<file path="src/rtl/mem_req_ctrl_if.sv">
// Bundle of request, response and memory-pin signals around mem_req_ctrl.
// The slave modport is the controller's view; master is the surrounding requester/memory.
interface mem_req_ctrl_if #(
  parameter int ADDR_W = 4,
  parameter int DATA_W = 8
);
  logic              req_valid;
  logic              req_ready;
  logic              req_write;
  logic [ADDR_W-1:0] req_addr;
  logic [DATA_W-1:0] req_wdata;

  logic              rsp_valid;
  logic              rsp_ready;
  logic [DATA_W-1:0] rsp_rdata;

  logic              mem_wr_enable;
  logic              mem_rd_enable;
  logic [ADDR_W-1:0] mem_addr;
  logic [DATA_W-1:0] mem_data_in;
  logic [DATA_W-1:0] mem_data_out;

  modport slave (
    input  req_valid, req_write, req_addr, req_wdata, rsp_ready, mem_data_out,
    output req_ready, rsp_valid, rsp_rdata,
    output mem_wr_enable, mem_rd_enable, mem_addr, mem_data_in
  );

  modport master (
    output req_valid, req_write, req_addr, req_wdata, rsp_ready, mem_data_out,
    input  req_ready, rsp_valid, rsp_rdata,
    input  mem_wr_enable, mem_rd_enable, mem_addr, mem_data_in
  );
endinterface

</file>
<file path="src/rtl/mem_req_ctrl.sv">
// In-order request controller for a single-port memory: one access per cycle,
// read data returned through a credit-protected first-word-fall-through FIFO.
module mem_req_ctrl #(
  parameter int ADDR_W    = 4,
  parameter int DATA_W    = 8,
  parameter int RD_LAT    = 1,
  parameter int RSP_DEPTH = 4
) (
  input  logic          clk,
  input  logic          rst,
  mem_req_ctrl_if.slave bus,
  output logic          idle
);

  localparam int CNT_W = $clog2(RSP_DEPTH + 1);
  localparam int PTR_W = $clog2(RSP_DEPTH);

  logic [CNT_W-1:0]  cnt;
  logic [CNT_W-1:0]  fifo_cnt;
  logic [PTR_W-1:0]  wr_ptr;
  logic [PTR_W-1:0]  rd_ptr;
  logic [DATA_W-1:0] fifo_mem [RSP_DEPTH];
  logic [RD_LAT-1:0] rd_tag;

  logic accept;
  logic rd_accept;
  logic push;
  logic pop;

  function automatic logic [PTR_W-1:0] next_ptr(input logic [PTR_W-1:0] p);
    return (p == PTR_W'(RSP_DEPTH - 1)) ? '0 : p + PTR_W'(1);
  endfunction

  // Credits cover every read from acceptance until its response is popped,
  // so the FIFO always has room when a tag reaches the end of the pipe.
  assign bus.req_ready = !rst && (cnt < CNT_W'(RSP_DEPTH));
  assign accept        = bus.req_valid && bus.req_ready;
  assign rd_accept     = accept && !bus.req_write;
  assign push          = rd_tag[RD_LAT-1];
  assign bus.rsp_valid = (fifo_cnt != '0);
  assign pop           = bus.rsp_valid && bus.rsp_ready;
  assign bus.rsp_rdata = bus.rsp_valid ? fifo_mem[rd_ptr] : '0;
  assign idle          = (cnt == '0);

  always_ff @(posedge clk or posedge rst) begin
    if (rst) begin
      bus.mem_wr_enable <= 1'b0;
      bus.mem_rd_enable <= 1'b0;
      bus.mem_addr      <= '0;
      bus.mem_data_in   <= '0;
    end else begin
      bus.mem_wr_enable <= accept && bus.req_write;
      bus.mem_rd_enable <= rd_accept;
      if (accept) begin
        bus.mem_addr    <= bus.req_addr;
        bus.mem_data_in <= bus.req_wdata;
      end
    end
  end

  always_ff @(posedge clk or posedge rst) begin
    if (rst) begin
      cnt <= '0;
    end else begin
      case ({rd_accept, pop})
        2'b10:   cnt <= cnt + CNT_W'(1);
        2'b01:   cnt <= cnt - CNT_W'(1);
        default: cnt <= cnt;
      endcase
    end
  end

  // One tag per issued read; it lines up with mem_data_out RD_LAT cycles later.
  always_ff @(posedge clk or posedge rst) begin
    if (rst) begin
      rd_tag <= '0;
    end else begin
      rd_tag[0] <= bus.mem_rd_enable;
      for (int i = 1; i < RD_LAT; i++) begin
        rd_tag[i] <= rd_tag[i-1];
      end
    end
  end

  always_ff @(posedge clk or posedge rst) begin
    if (rst) begin
      wr_ptr   <= '0;
      rd_ptr   <= '0;
      fifo_cnt <= '0;
    end else begin
      if (push) begin
        wr_ptr <= next_ptr(wr_ptr);
      end
      if (pop) begin
        rd_ptr <= next_ptr(rd_ptr);
      end
      case ({push, pop})
        2'b10:   fifo_cnt <= fifo_cnt + CNT_W'(1);
        2'b01:   fifo_cnt <= fifo_cnt - CNT_W'(1);
        default: fifo_cnt <= fifo_cnt;
      endcase
    end
  end

  // Storage needs no reset: rsp_rdata is masked while the FIFO is empty.
  always_ff @(posedge clk) begin
    if (push) begin
      fifo_mem[wr_ptr] <= bus.mem_data_out;
    end
  end

endmodule

</file>
<file path="src/flat_wrapper.sv">
// flat-port wrapper written by rule: the top's interface ports become plain ports
module mem_req_ctrl_flat 
#(
  parameter int ADDR_W    = 4,
  parameter int DATA_W    = 8,
  parameter int RD_LAT    = 1,
  parameter int RSP_DEPTH = 4
)
  (clk, rst, idle, bus_req_valid, bus_req_write, bus_req_addr, bus_req_wdata, bus_rsp_ready, bus_mem_data_out, bus_req_ready, bus_rsp_valid, bus_rsp_rdata, bus_mem_wr_enable, bus_mem_rd_enable, bus_mem_addr, bus_mem_data_in);
  mem_req_ctrl_if #(.ADDR_W(ADDR_W), .DATA_W(DATA_W)) bus_i ();
  input  logic clk;
  input  logic rst;
  output logic idle;
  input wire logic [$bits(bus_i.req_valid)-1:0] bus_req_valid;
  input wire logic [$bits(bus_i.req_write)-1:0] bus_req_write;
  input wire logic [$bits(bus_i.req_addr)-1:0] bus_req_addr;
  input wire logic [$bits(bus_i.req_wdata)-1:0] bus_req_wdata;
  input wire logic [$bits(bus_i.rsp_ready)-1:0] bus_rsp_ready;
  input wire logic [$bits(bus_i.mem_data_out)-1:0] bus_mem_data_out;
  output wire logic [$bits(bus_i.req_ready)-1:0] bus_req_ready;
  output wire logic [$bits(bus_i.rsp_valid)-1:0] bus_rsp_valid;
  output wire logic [$bits(bus_i.rsp_rdata)-1:0] bus_rsp_rdata;
  output wire logic [$bits(bus_i.mem_wr_enable)-1:0] bus_mem_wr_enable;
  output wire logic [$bits(bus_i.mem_rd_enable)-1:0] bus_mem_rd_enable;
  output wire logic [$bits(bus_i.mem_addr)-1:0] bus_mem_addr;
  output wire logic [$bits(bus_i.mem_data_in)-1:0] bus_mem_data_in;
  assign bus_i.req_valid = bus_req_valid;
  assign bus_i.req_write = bus_req_write;
  assign bus_i.req_addr = bus_req_addr;
  assign bus_i.req_wdata = bus_req_wdata;
  assign bus_i.rsp_ready = bus_rsp_ready;
  assign bus_i.mem_data_out = bus_mem_data_out;
  assign bus_req_ready = bus_i.req_ready;
  assign bus_rsp_valid = bus_i.rsp_valid;
  assign bus_rsp_rdata = bus_i.rsp_rdata;
  assign bus_mem_wr_enable = bus_i.mem_wr_enable;
  assign bus_mem_rd_enable = bus_i.mem_rd_enable;
  assign bus_mem_addr = bus_i.mem_addr;
  assign bus_mem_data_in = bus_i.mem_data_in;
  mem_req_ctrl #(.ADDR_W(ADDR_W), .DATA_W(DATA_W), .RD_LAT(RD_LAT), .RSP_DEPTH(RSP_DEPTH)) u_core (.clk(clk), .rst(rst), .bus(bus_i), .idle(idle));
endmodule
</file>
<file path="config.mk">
export PLATFORM = sky130hd
export DESIGN_NAME = mem_req_ctrl_flat
export DESIGN_NICKNAME = d
export VERILOG_FILES = /design/src/rtl/mem_req_ctrl_if.sv /design/src/rtl/mem_req_ctrl.sv /design/src/flat_wrapper.sv
export SDC_FILE = /design/constraint.sdc
export NUM_CORES = 1
export LEC_CHECK = 0
export ABC_AREA = 1
export CAP_MARGIN = 20
export CORE_UTILIZATION = 55
export CTS_BUF_LIST = sky130_fd_sc_hd__clkbuf_16
export DETAILED_ROUTE_END_ITERATION = 12
export GPL_TIMING_DRIVEN = 0
export PLACE_DENSITY = 0.95
export SYNTH_ARGS = -nofsm -noshare
export SYNTH_HDL_FRONTEND = slang
export SYNTH_SLANG_ARGS = --single-unit
export TNS_END_PERCENT = 10
</file>
<file path="constraint.sdc">
create_clock -name clk -period 5.27 [get_ports clk]
set_clock_uncertainty 0.15 [all_clocks]
set_input_delay 1.054 -clock clk [delete_from_list [all_inputs] [get_ports clk]]
set_output_delay 1.054 -clock clk [all_outputs]
set_load 0.02 [all_outputs]
</file>
== Word-level counts from Yosys, hierarchy flattened ==
Memories as Yosys holds them, arrays and structs flattened.
Index checks and enable logic that the tools add are counted.
Widths: inputs -> output; s select.

* Reduce and logical (&&, ||, !) cells: 11
* Add/subtract/negate cells: 6
* Mux-type cells: 7
* $lt $le $gt $ge: 1
* Equality and inequality tests: 6

{| class="wikitable"
|+ Operator list
! cell !! number
|-
| $pmux 3 s2 || 2
|-
| $eq 2x2->1 const B || 4
|-
| $mux 8 || 1
|-
| $add 3x1->3 const B || 2
|-
| $sub 3x1->3 const B || 2
|-
| $logic_and 1x1->1 || 5
|-
| $add 2x1->2 const B || 2
|-
| $eq 2x1->1 const B || 2
|-
| $mux 2 || 2
|-
| $reduce_bool 2->1 || 2
|-
| $logic_not 3->1 || 1
|-
| $lt 3x3->1 const B || 1
|-
| $reduce_bool 3->1 || 1
|-
| $logic_not 1->1 || 2
|-
| $mux 1 || 2
|}

* Memories: 1
* Logic and storage cells: 41
* Register bits: 25
* Memory bits (writable): 32
* Input port bits: 25
* Output and inout bits: 25

{| class="wikitable"
|+ Memory list
! name !! words !! bits a word !! rd ports !! clocked after memory_dff !! wr ports !! line !! RTL
|-
| u_core.fifo_mem || 4 || 8 || 1 || 0 || 1 || mem_req_ctrl.sv:22 || <nowiki>logic [DATA_W-1:0] fifo_mem [RSP_DEPTH];</nowiki>
|}

== Depth between registers and ports, before layout ==
* Depth in word-level cells: 6
* Gate-level depth with buffers: 12
* Gate-level depth less buffers: 12

== Worst setup path after synthesis ==
No wires, ideal clock.

* Path kind: input to register
* Start: in rst
* End: reg u_core.cnt[1]
* Setup slack: 2.664 ns
* Data required time: 5.037 ns
* Data arrival time: 2.373 ns
* Buffers on the path: 0
* Library setup time: 0.083 ns
* Cell stages on the path: 8
* Cells stage by stage: nor2_2 -> nand2_2 -> nor2_1 -> inv_1 -> ha_1 -> inv_1 -> fa_1 -> o21ai_0

* Word-level cells in the longest chain between the ends: 6
* Elaborated cells between the ends (all ways): 8
* Classes of those cells: eq/ne (2); mux (1); reduce/logical (5)

{| class="wikitable"
|+ RTL lines
! element !! line !! RTL
|-
| from (decl) || flat_wrapper.sv:12 || <nowiki>input logic rst;</nowiki>
|-
| $logic_not 1->1 (no source line) (*) || -- ||
|-
| $logic_and 1x1->1 (*) || mem_req_ctrl.sv:36 || <nowiki>assign bus.req_ready = !rst && (cnt < CNT_W'(RSP_DEPTH));</nowiki>
|-
| $logic_and 1x1->1 (*) || mem_req_ctrl.sv:37 || <nowiki>assign accept = bus.req_valid && bus.req_ready;</nowiki>
|-
| $logic_and 1x1->1 (*) || mem_req_ctrl.sv:38 || <nowiki>assign rd_accept = accept && !bus.req_write;</nowiki>
|-
| named net u_core.rd_accept || mem_req_ctrl.sv:26 || <nowiki>logic rd_accept;</nowiki>
|-
| $eq 2x1->1 / $eq 2x2->1 (equally long branches) || mem_req_ctrl.sv:65 || <nowiki>case ({rd_accept, pop})</nowiki>
|-
| $pmux 3 s2 / $reduce_bool 2->1 (equally long branches) || -- ||
|-
| to (signal assigned) || mem_req_ctrl.sv:66 || <nowiki>2'b10: cnt <= cnt + CNT_W'(1);</nowiki>
|-
| to (signal assigned) || mem_req_ctrl.sv:67 || <nowiki>2'b01: cnt <= cnt - CNT_W'(1);</nowiki>
|-
| to (signal assigned) || mem_req_ctrl.sv:68 || <nowiki>default: cnt <= cnt;</nowiki>
|-
| to (decl) || mem_req_ctrl.sv:18 || <nowiki>logic [CNT_W-1:0] cnt;</nowiki>
|}

Mark *: on every way through the listed nets, which the timed path passes. The rest lies on a longest branch.
A chain may end at the register's enable or synchronous reset.

== Worst setup path in the final report ==
* Start: in rst
* End: out bus_req_ready

* Word-level cells in the longest chain between the ends: 2

{| class="wikitable"
|+ RTL lines
! element !! line !! RTL
|-
| $logic_not 1->1 (no source line) || -- ||
|-
| $logic_and 1x1->1 || mem_req_ctrl.sv:36 ||
|-
| to (decl) || flat_wrapper.sv:20 || <nowiki>output wire logic [$bits(bus_i.req_ready)-1:0] bus_req_ready;</nowiki>
|}

No other way between the ends.

==> metrics.cfg <==
[timing]
slew_headroom_pct=38.1
finalHoldViolations=0
period_share_pct=65.8
grt_setup_unrepaired=no
finalSetupViolations=0
tns_ns=0
finalMaxSlewViolations=0
tightest_slew_ns=0.927
max_freq_mhz=288
period_needed_ns=3.47

[die]
num_rows=24
die_h_um=70.1
core_area_um2=4410
fp.dieW_um=70.1
io_pins=50
die-area_um2=4920
initial_core_util_pct=57.8

[pwr]
seqPwrFrac_pct=33.0
powerDensity_nw_per_um2=570
leakage_nw=1.65
ir_worst_vdd_v=0.000355
power.internal_mw=1.22
total_power_mw=1.91
p_comb_share_pct=41.8
p_sw_mw=0.694
clkPwrFrac_pct=25.2
swShare_pct=36.2

[global_routing]
globalRouteOverflowTotal=0
grt_pass1_vias=1982
antenna_found_initial=0
grt.total_usage_pct=25.7
grt_max_degree=26
grt_pass1_wl_um=9330

[layout]
final_cell_mix=nand2_1 (86), inv_1 (62), clkdlybuf4s50_1 (49)
drive_above_1_share_pct=7.01
final_common_cell=nand2_1
final_core_util_pct=76.1
num-fill-cells=269
insertedDiodeCount=0
syn_to_final_growth_pct=31.7
nNetsFinal=357

[clock_network]
clk_pin_slew_ns=0.05
cts_setup_buffers=0
cts_max_path_buffers=2
htree_num_levels=3
root_buffer=clkbuf_16
clk_latency_ns=0.32
cts_tree=built
post_cts_resized=0
cts_sinks=57
hold_buffers=0
cts_buffers=9

[setup_path]
worstPathMaxFanout=2
path_class=input pin to output pin
cp.arrival_ns=2.26
worstPathRequired_ns=4.07
cp-start-kind=input pin
crit_path_end_kind=output pin

[logic_synthesis]
synth-seq-cells=57
synth_area_um2=2550
synth_cells=263
ys_types=22
syn_nets=297
yosys_warnings=0
ys_seq_area_share_pct=62.2
syn_area_per_cell_um2=9.71

[detailed_routing]
ant_nets=0
num_vias=1917
routedWlPerCell_um=14.3
drc=0
drt_iter0_markers=223
drtPass1Iterations=4
drt_wl_total_um=5430
avgViaCountPerCell=5.04

[placement]
dp_hpwl_um=3530
place_congestion=0.787
io_buffers=49

[job]
max-cap-violations=0

[run_status]
status=finished, final reports clean

[hold_path]
hp-class=flop to flop

logic make-up (layout without fill, tap and decap cells):
logic type	after synthesis	count (layout)	synth area share (%)
AO/OA/AOI/OAI	14	14	2.74
adder cells (fa/ha/maj)	9	9	5.00
XOR/XNOR	2	2	0.686
buffers and inverters	66	131	10.8
flip-flops	57	57	62.2
AND/OR/NAND/NOR	115	115	18.6
cells in the mapped netlist:
library cell,count,area [µm²]
a21oi_1,9,45.0
fa_1,2,40.0
inv_2,1,3.75
nand3_1,19,95.1
nand2_2,3,18.8
buf_6,3,33.8
o21ai_1,1,5.00
buf_2,3,15.0
o21ai_0,4,20.0
inv_4,1,6.26
inv_1,57,214
nand2_1,86,323
clkbuf_1,1,3.75
nand4_1,2,12.5
dfrtp_1,25,626
nor2_1,2,7.51
edfxtp_1,32,961
ha_1,7,87.6
or2_2,1,6.26
nor2_2,1,6.26
nor3_1,1,5.00
xnor2_1,2,17.5
registers in the layout (all words and copies together), names as in the netlist:
signal	cells
u_core.bus.mem_addr	4
u_core.bus.mem_data_in	8
u_core.bus.mem_rd_enable	1
u_core.bus.mem_wr_enable	1
u_core.cnt	3
u_core.fifo_cnt	3
u_core.fifo_mem	32
u_core.push	1
u_core.rd_ptr	2
u_core.wr_ptr	2
metrics by stage:
step / worst slack (ns) / cell area (µm²) / instances / hold WS (ns)
final: 1.80 / 3360 / 380 / 0.232
after global routing: 1.74 / 3360 / 380 / 0.241
after CTS: 1.80 / 3360 / 380 / 0.238
after detailed placement: 1.81 / 3110 / 364 / 0.227
after global placement: 1.82 / 3110 / 364 / 0.209
after floorplan: 2.66 / 2550 / 263 / 0.292
per-layer routing:
layer / GRT usage, % / wire length (µm) / vias up
li1: - / - / 927
met1: 31.0 / 2100 / 889
met2: 43.2 / 2820 / 88
met3: 7.22 / 387 / 13
met4: 11.1 / 123 / 0
met5: 0 / 0 / -
critical path, cell delays in order:
cell and delay [ns]:
clkdlybuf4s50_1 0.43, nor2_2 0.16, clkdlybuf4s50_1 0.62
power groups by stage:
stage	clock network (mW)	registers (mW)	logic, mW
after floorplan	0	0.680	0.420
after global placement	0	0.631	0.756
after detailed placement	0	0.634	0.794
after CTS	0.486	0.632	0.799
after global routing	0.510	0.643	0.882
final	0.483	0.632	0.800
cell type report:
cell class | instances | area (µm²) | share of cell area, %
clock inverters | 7 | 27.5 | 0.819
plain buffers | 7 | 52.6 | 1.56
inverters | 59 | 224 | 6.66
flip-flops and latches | 57 | 1590 | 47.2
clock buffers | 9 | 225 | 6.70
well taps | 52 | 65.1 | 1.94
multi-input cells | 140 | 689 | 20.5
repair buffers | 49 | 490 | 14.6
final timing paths:
kind | startpoint | end | slack (ns) | cells past startpoint
min in group asynchronous | rst | u_core.cnt[2]$_DFFE_PP0P_ | 1.15 | 2
worst max-delay path | rst | bus_req_ready | 1.80 | 3
max in group asynchronous | rst | u_core.bus.mem_addr[3]$_DFFE_PP0N_ | 3.25 | 2
worst min register to register | u_core.bus.mem_rd_enable$_DFF_PP0_ | u_core.push$_DFF_PP0_ | 0.23 | 0
worst max register to register | u_core.fifo_cnt[0]$_DFFE_PP0P_ | u_core.cnt[1]$_DFFE_PP0P_ | 3.13 | 8
worst min-delay path | u_core.bus.mem_rd_enable$_DFF_PP0_ | u_core.push$_DFF_PP0_ | 0.23 | 0
Note: power is estimated with default switching activity, not from simulation.
